==> config.mk <==
export PLATFORM = sky130hd
export DESIGN_NAME = phy_serial_rx
export DESIGN_NICKNAME = d
export VERILOG_FILES = /design/src/rtl/phy_pkg.sv /design/src/rtl/phy_rx_lock_fsm.sv /design/src/rtl/phy_serial_rx.sv
export SDC_FILE = /design/constraint.sdc
export NUM_CORES = 1
export LEC_CHECK = 0
export CAP_MARGIN = 30
export CORE_ASPECT_RATIO = 1.5
export CORE_MARGIN = 4
export CORE_UTILIZATION = 30
export CTS_BUF_LIST = sky130_fd_sc_hd__clkbuf_16
export DETAILED_ROUTE_END_ITERATION = 10
export PLACE_DENSITY = 0.5
export REMOVE_ABC_BUFFERS = 1
export SLEW_MARGIN = 20
export SYNTH_ARGS = -nofsm -noshare
export SYNTH_HDL_FRONTEND = slang
export SYNTH_SLANG_ARGS = --single-unit
==> constraint.sdc <==
create_clock -name clk16 -period 2.1 [get_ports clk16]
set_input_delay 0.42 -clock clk16 [delete_from_list [all_inputs] [get_ports clk16]]
set_output_delay 0.42 -clock clk16 [all_outputs]
set_load 0.05 [all_outputs]
==> src/rtl/phy_pkg.sv <==
// Shared PHY symbols, receiver state encoding and lock defaults.
package phy_pkg;
    localparam logic [7:0] COM_SYM        = 8'hBC;
    localparam logic [7:0] IDL_SYM        = 8'h7C;
    localparam logic [1:0] HUNT           = 2'd0;
    localparam logic [1:0] LOCKING        = 2'd1;
    localparam logic [1:0] ACTIVE         = 2'd2;
    localparam int         LOCK_COUNT_DEF = 4;

    typedef enum logic [1:0] {
        ST_HUNT    = HUNT,
        ST_LOCKING = LOCKING,
        ST_ACTIVE  = ACTIVE
    } rx_state_e;
endpackage

==> src/rtl/phy_rx_lock_fsm.sv <==
// Byte-alignment lock FSM: hunts for COM at any bit offset, then confirms
// LOCK_COUNT consecutive COMs on byte boundaries before declaring the lane active.
import phy_pkg::*;

module phy_rx_lock_fsm #(
    parameter logic [7:0] COM        = COM_SYM,
    parameter int          LOCK_COUNT = LOCK_COUNT_DEF
) (
    input  logic       clk16,
    input  logic       reset,
    input  logic [7:0] word_i,
    input  logic       boundary_i,
    output rx_state_e  state_o,
    output logic       active_o,
    output logic       cnt_clr_o
);
    localparam logic [3:0] LOCK_N = 4'(LOCK_COUNT);

    rx_state_e  state_q;
    logic [3:0] com_cnt_q;
    logic       active_q;
    logic       is_com;
    logic [3:0] com_cnt_inc;

    assign is_com      = (word_i == COM);
    assign com_cnt_inc = com_cnt_q + 4'd1;

    always_ff @(posedge clk16) begin
        if (reset) begin
            state_q   <= ST_HUNT;
            com_cnt_q <= 4'd0;
            active_q  <= 1'b0;
        end else begin
            case (state_q)
                ST_HUNT: begin
                    if (is_com) begin
                        com_cnt_q <= 4'd1;
                        if (LOCK_N == 4'd1) begin
                            state_q  <= ST_ACTIVE;
                            active_q <= 1'b1;
                        end else begin
                            state_q <= ST_LOCKING;
                        end
                    end
                end
                ST_LOCKING: begin
                    if (boundary_i) begin
                        if (is_com) begin
                            // com_cnt never passes LOCK_N: reaching it leaves LOCKING
                            com_cnt_q <= com_cnt_inc;
                            if (com_cnt_inc == LOCK_N) begin
                                state_q  <= ST_ACTIVE;
                                active_q <= 1'b1;
                            end
                        end else begin
                            state_q   <= ST_HUNT;
                            com_cnt_q <= 4'd0;
                        end
                    end
                end
                ST_ACTIVE: ;
                default: state_q <= ST_HUNT;
            endcase
        end
    end

    // Holding bit_cnt at 0 while hunting aligns it to the matching edge.
    assign cnt_clr_o = (state_q == ST_HUNT);
    assign state_o   = state_q;
    assign active_o  = active_q;
endmodule

==> src/rtl/phy_serial_rx.sv <==
// Single-lane serial-to-parallel receiver: shift register, bit counter and
// registered {valid, byte} output; alignment is delegated to phy_rx_lock_fsm.
import phy_pkg::*;

module phy_serial_rx #(
    parameter logic [7:0] COM        = COM_SYM,
    parameter int          LOCK_COUNT = LOCK_COUNT_DEF
) (
    input  logic       clk16,
    input  logic       reset,
    input  logic       data_in,
    output logic [8:0] data_out,
    output logic       byte_strobe,
    output logic       active
);
    // Only the 7 most recent bits are ever needed; the candidate word appends data_in.
    logic [6:0] sr_q;
    logic [2:0] bit_cnt_q;
    logic [8:0] data_out_q;
    logic       strobe_q;
    logic [7:0] word;
    logic       boundary;
    logic       cnt_clr;
    logic       emit;
    rx_state_e  state;

    assign word     = {sr_q, data_in};
    assign boundary = (bit_cnt_q == 3'd7);
    assign emit     = (state == ST_ACTIVE) && boundary;

    phy_rx_lock_fsm #(
        .COM        (COM),
        .LOCK_COUNT (LOCK_COUNT)
    ) u_lock (
        .clk16      (clk16),
        .reset      (reset),
        .word_i     (word),
        .boundary_i (boundary),
        .state_o    (state),
        .active_o   (active),
        .cnt_clr_o  (cnt_clr)
    );

    always_ff @(posedge clk16) begin
        if (reset) begin
            sr_q       <= 7'd0;
            bit_cnt_q  <= 3'd0;
            data_out_q <= 9'h000;
            strobe_q   <= 1'b0;
        end else begin
            sr_q      <= word[6:0];
            bit_cnt_q <= cnt_clr ? 3'd0 : bit_cnt_q + 3'd1;
            strobe_q  <= emit;
            if (emit)
                data_out_q <= (word == COM) ? 9'h000 : {1'b1, word};
        end
    end

    assign data_out    = data_out_q;
    assign byte_strobe = strobe_q;
endmodule

Word-level counts from Yosys, hierarchy flattened
Cells that the tools add are included.
- register bits: 27
- output and inout bits: 11
- add/subtract/negate cells: 2
- equal/unequal tests: 8
- muxes and demuxes: 10
- bitwise gates (word level): 1
- reductions and logical operators: 7
- operators with widths (cell ; number):
    4-bit two-way mux ; 3
    9-bit two-way mux ; 1
    8-bit equality test, second input constant ; 1
    2-bit two-way mux ; 4
    4-bit one-hot mux with 2 select lines ; 1
    4-bit AND reduction ; 2
    2-bit one-hot mux with 3 select lines ; 1
    4-bit by 1-bit adder with 4-bit output, second input constant ; 1
    4-bit by 3-bit equality test with 1-bit output, second input constant ; 1
    3-bit by 1-bit adder with 3-bit output, second input constant ; 1
    3-bit equality test, second input constant ; 1
    3-bit != test, second input constant ; 1
    3-bit AND reduction ; 1
    2-bit by 1-bit equality test with 1-bit output, second input constant ; 1
    2-bit equality test, second input constant ; 1
    2-bit zero test ; 1
    2-bit by 1-bit != test with 1-bit output, second input constant ; 1
    2-bit != test, second input constant ; 1
    2-bit nonzero test ; 1
    2-bit OR reduction ; 1
    1-bit logical AND ; 1
    1-bit NOT ; 1

Longest topological paths before layout
- word-level depth: 6
- depth in mapped cells: 6
- gate-level depth less buffers: 6

Hierarchy
From an unflattened synthesis, not the netlist that was laid out.
- cell total of the unflattened synthesis: 119
- area, all modules: 1202.4 um^2
- modules (own cells, without submodules) (module ; instances ; cells an instance ; area an instance (um^2) ; seq. area each (um^2)):
    phy_serial_rx ; 1 ; 67 ; 725.7 ; 400.4
    phy_rx_lock_fsm ; 1 ; 52 ; 476.7 ; 140.1

Least setup slack after synthesis
No wires, ideal clock.
- kind: reg2reg
- start point: register bit_cnt_q[0]
- end point: register u_lock.com_cnt_q[1]
- setup time: 70 ps
- arrival: 1506 ps
- data required time: 2030 ps
- setup slack: 524 ps
- stages on the path, launching flop included: 7
- path buffers: 0
- period minus slack after synthesis: 1576 ps
- path through: dfxtp_1 ha_1 ha_1 and3b_1 a31oi_4 or4_1 a21oi_1
- cells in the longest elaborated chain, start to end: 3
- ends and longest elaborated chain (item ; RTL line ; text):
    from (decl) ; phy_serial_rx.sv:18 ; logic [2:0] bit_cnt_q;
    from (signal assigned) ; phy_serial_rx.sv:52 ; bit_cnt_q <= cnt_clr ? 3'd0 : bit_cnt_q + 3'd1;
    3-bit equality test ; phy_serial_rx.sv:28 ; assign boundary = (bit_cnt_q == 3'd7);
    2-bit != test (no source line) ; n/a ;
    3-bit AND reduction (no source line) ; n/a ;
    to (signal assigned) ; phy_rx_lock_fsm.sv:50 ; com_cnt_q <= com_cnt_inc;
    to (decl) ; phy_rx_lock_fsm.sv:20 ; logic [3:0] com_cnt_q;
No other way between the ends.
A chain may end at the register's enable or synchronous reset.

Final worst setup path
- start point: register data_out_q[8], in the netlist data_out[8]
- end point: output port data_out[8]
- RTL lines (item ; RTL line ; text):
    from (decl) ; phy_serial_rx.sv:19 ; logic [8:0] data_out_q;
    from (signal assigned) ; phy_serial_rx.sv:55 ; data_out_q <= (word == COM) ? 9'h000 : {1'b1, word};
    to (decl) ; phy_serial_rx.sv:12 ; output logic [8:0] data_out,
No word-level cell between the ends.

==> impl_metrics.json <==
{
  "rsz0062_at_grt": "no",
  "hp-class": "flop to flop",
  "antenna-diode-count": 0,
  "cpLargestDelayFamily": "buffers and inverters",
  "finalHoldViolCount": 0,
  "synth_edf_count": 0,
  "worstMarginPinSlew_ns": 0.5280,
  "numCtsBuffers": 3,
  "status": "complete, no violations",
  "setup.worst_path.start_class": "flop",
  "synth-compound-area-share_pct": 14.45,
  "ys_seq_elements": 27,
  "core_area_um2": 3481,
  "ant_nets": 0,
  "clock_latency_ns": 0.26,
  "overflow": 0,
  "io_pins": 14,
  "place.gp.congestion": 0.8186,
  "drive_gt1_share_pct": 10.48,
  "yosys.area_share.simple_pct": 25.71,
  "period_share_pct": 87.71,
  "crit_path_max_incr_delay_ns": 0.83,
  "synth.avg_cell_area_um2": 9.998,
  "die_area_um2": 4719,
  "grt_pass1_vias": 824,
  "initial_utilization_pct": 31.60,
  "crit_chain": "clkdlybuf4s50_1",
  "ys.warnings.count": 0,
  "final_nets": 132,
  "synth-seq-area-share_pct": 49.15,
  "crit_required_ns": 1.68,
  "synth_common_cells": "dfxtp_1 (27), nor2_1 (11), nor2b_1 (7)",
  "portBuffers": 13,
  "synth_largest_area_cell": "dfxtp_1",
  "synth_xor_area_share_pct": 0,
  "clkSlewWorstSetupHoldPaths_ns": 0.07,
  "synth_top_family_by_area": "simple AND/OR/NAND/NOR gates",
  "r2r-end": "u_lock.com_cnt_q[1]",
  "yosysUniqueCellTypes": 34,
  "tns_ns": 0,
  "hp-start": "bit_cnt_q[0]",
  "max-vdd-ir-drop_uv": 490.8,
  "drt_iter0_drc": 16,
  "cts_resized": 0,
  "chipHeight_um": 82.16,
  "slew_headroom_pct": 64.69,
  "fin_crit_ns": 1.842,
  "route.detailed.drc": 0,
  "max_cap_violations": 0,
  "min_to": "bit_cnt_q[0]",
  "r2r_cells": 6,
  "grt_max_degree": 28,
  "crit_fanout": 2,
  "post_cts_buffers": 0,
  "clockRootBuffer": "clkbuf_16",
  "drv_slew": 0,
  "synthMostInstantiatedCell": "dfxtp_1",
  "holdBufCountCts": 0,
  "die_w_um": 57.44,
  "dp.final_hpwl_um": 1521,
  "path_class": "flop to output pin",
  "reg2reg_setup_slack_ns": 0.34,
  "cts_max_path_buffers": 2,
  "finalSetupViolCount": 0,
  "clock.fmax_mhz": 542.9,
  "core.rowCount": 26,
  "clock-skew-final_ns": 0.001627,
  "cp_slowest_cell": "clkdlybuf4s50_1",
  "grt_pass1_wl_um": 3705,
  "gr-usage-all-layers_pct": 10.28,
  "synth.area.top_cells": "dfxtp_1 (49%), ha_1 (4.6%), nor2b_1 (4.0%)",
  "antenna_found_initial": 0,
  "end_kind": "output pin",
  "viasPerCell": 4.964,
  "ys.flop_type": "dfxtp_1",
  "post_drt_wl_per_cell_um": 12.64,
  "tritoncts": "yes",
  "async_flop_share_pct": 0,
  "power_uw": 970.2,
  "dpl-instance-area_um2": 1279,
  "synth_top_area_share_pct": 49.15,
  "crit_arrival_ns": 1.42,
  "power_density_nw_per_um2": 712.7,
  "routed_wl_um": 2099,
  "holdPathStages": 1,
  "drtPass1Iterations": 3,
  "synth_cells": 110,
  "vias": 824,
  "power.leakage_nw": 0.5068,
  "h-tree-depth": 1,
  "clock-sinks": 27,
  "worst-path-buf-inv": 1,
  "synth_mux_area_share_pct": 2.730,
  "syn_to_final_growth_pct": 23.78,
  "reg2reg_from": "bit_cnt_q[0]",
  "synthAdderAreaFrac_pct": 4.551,
  "final_area_um2": 1361,
  "netlist_area_um2": 1100
}
==> worst max path at each step <==
stage,cells past startpoint,slack (ns),startpoint,to
6_report,1,0.26,data_out[8],data_out[8]
5_1_grt,1,0.22,data_out[8],data_out[8]
4_1_cts,1,0.25,data_out[8],data_out[8]
3_5_place_dp,5,0.04,data_in,u_lock.com_cnt_q[1]
3_3_place_gp,5,0.09,data_in,u_lock.com_cnt_q[1]
2_1_floorplan,6,0.50,bit_cnt_q[0],data_out[2]
==> cell usage in the layout, fill, tap and decap left out, types with 2 or more instances in the layout <==
cell / synthesis / layout
nor2b_1: 7 / 7
nand3_1: 2 / 2
a21oi_1: 6 / 6
nand2b_1: 4 / 4
buf_4: 0 / 3
clkbuf_16: 0 / 3
inv_1: 3 / 3
clkdlybuf4s50_1: 0 / 13
nor2_1: 11 / 11
a22oi_1: 5 / 5
dfxtp_1: 27 / 27
o21ai_0: 3 / 3
and3b_1: 2 / 2
nand2_1: 4 / 4
nand3b_1: 4 / 4
nor3b_1: 3 / 3
ha_1: 4 / 4
mux2i_1: 3 / 3
==> worst reg2reg max path: stages, from the launching register on <==
cell and delay, ns:
dfxtp_1 0.34, ha_1 0.15, ha_1 0.27, and3b_1 0.24, a31oi_4 0.05, or4_1 0.48
a21oi_1 0.16
==> through the flow <==
stage | hold WS [ns] | setup slack [ns] | util, % | std cells
floorplan | 0.4047 | 0.5016 | - | 104
global placement | 0.4157 | 0.09343 | 36.74 | 162
detailed placement | 0.4280 | 0.04403 | 36.74 | 162
CTS | 0.4418 | 0.2451 | 39.11 | 166
global route | 0.4507 | 0.2162 | 39.11 | 166
finish | 0.4388 | 0.2582 | 39.11 | 166
==> kinds of logic (layout without fill, tap and decap cells) <==
group | Yosys count | in the layout
AO/OA/AOI/OAI | 22 | 22
adder cells (fa/ha/maj) | 4 | 4
buffers and inverters | 9 | 23
AND/OR/NAND/NOR | 45 | 45
multiplexers | 3 | 3
flip-flops | 27 | 27
==> layer usage <==
layer	vias to the layer above	part of all wire, %	track usage [%]
li1	413	-	-
met1	394	44	11.52
met2	12	50	17.42
met3	5	2.9	2.022
met4	0	3.1	6.961
met5	-	0	0
==> where the power goes <==
group | internal [mW] | switching [mW]
Combinational | 0.00742 | 0.00978
Clock | 0.259 | 0.177
Sequential | 0.515 | 0.00235
Total | 0.781 | 0.189
==> layout make-up <==
class / instances / area (um2)
fillers: 360 / 2120
flip-flops and latches: 27 / 540.5
multi-input cells: 74 / 521.8
repair buffers: 16 / 152.6
clock buffers: 3 / 75.07
well taps: 42 / 52.55
inverters: 3 / 11.26
clock inverters: 1 / 7.507
==> flip-flops by register name, summed over array words and instances (netlist names) <==
signal            count
bit_cnt_q             3
u_lock.state_o        2
byte_strobe           1
u_lock.active_o       1
u_lock.com_cnt_q      4
sr_q                  7
data_out              9
Note: power is estimated with default switching activity, not from simulation.
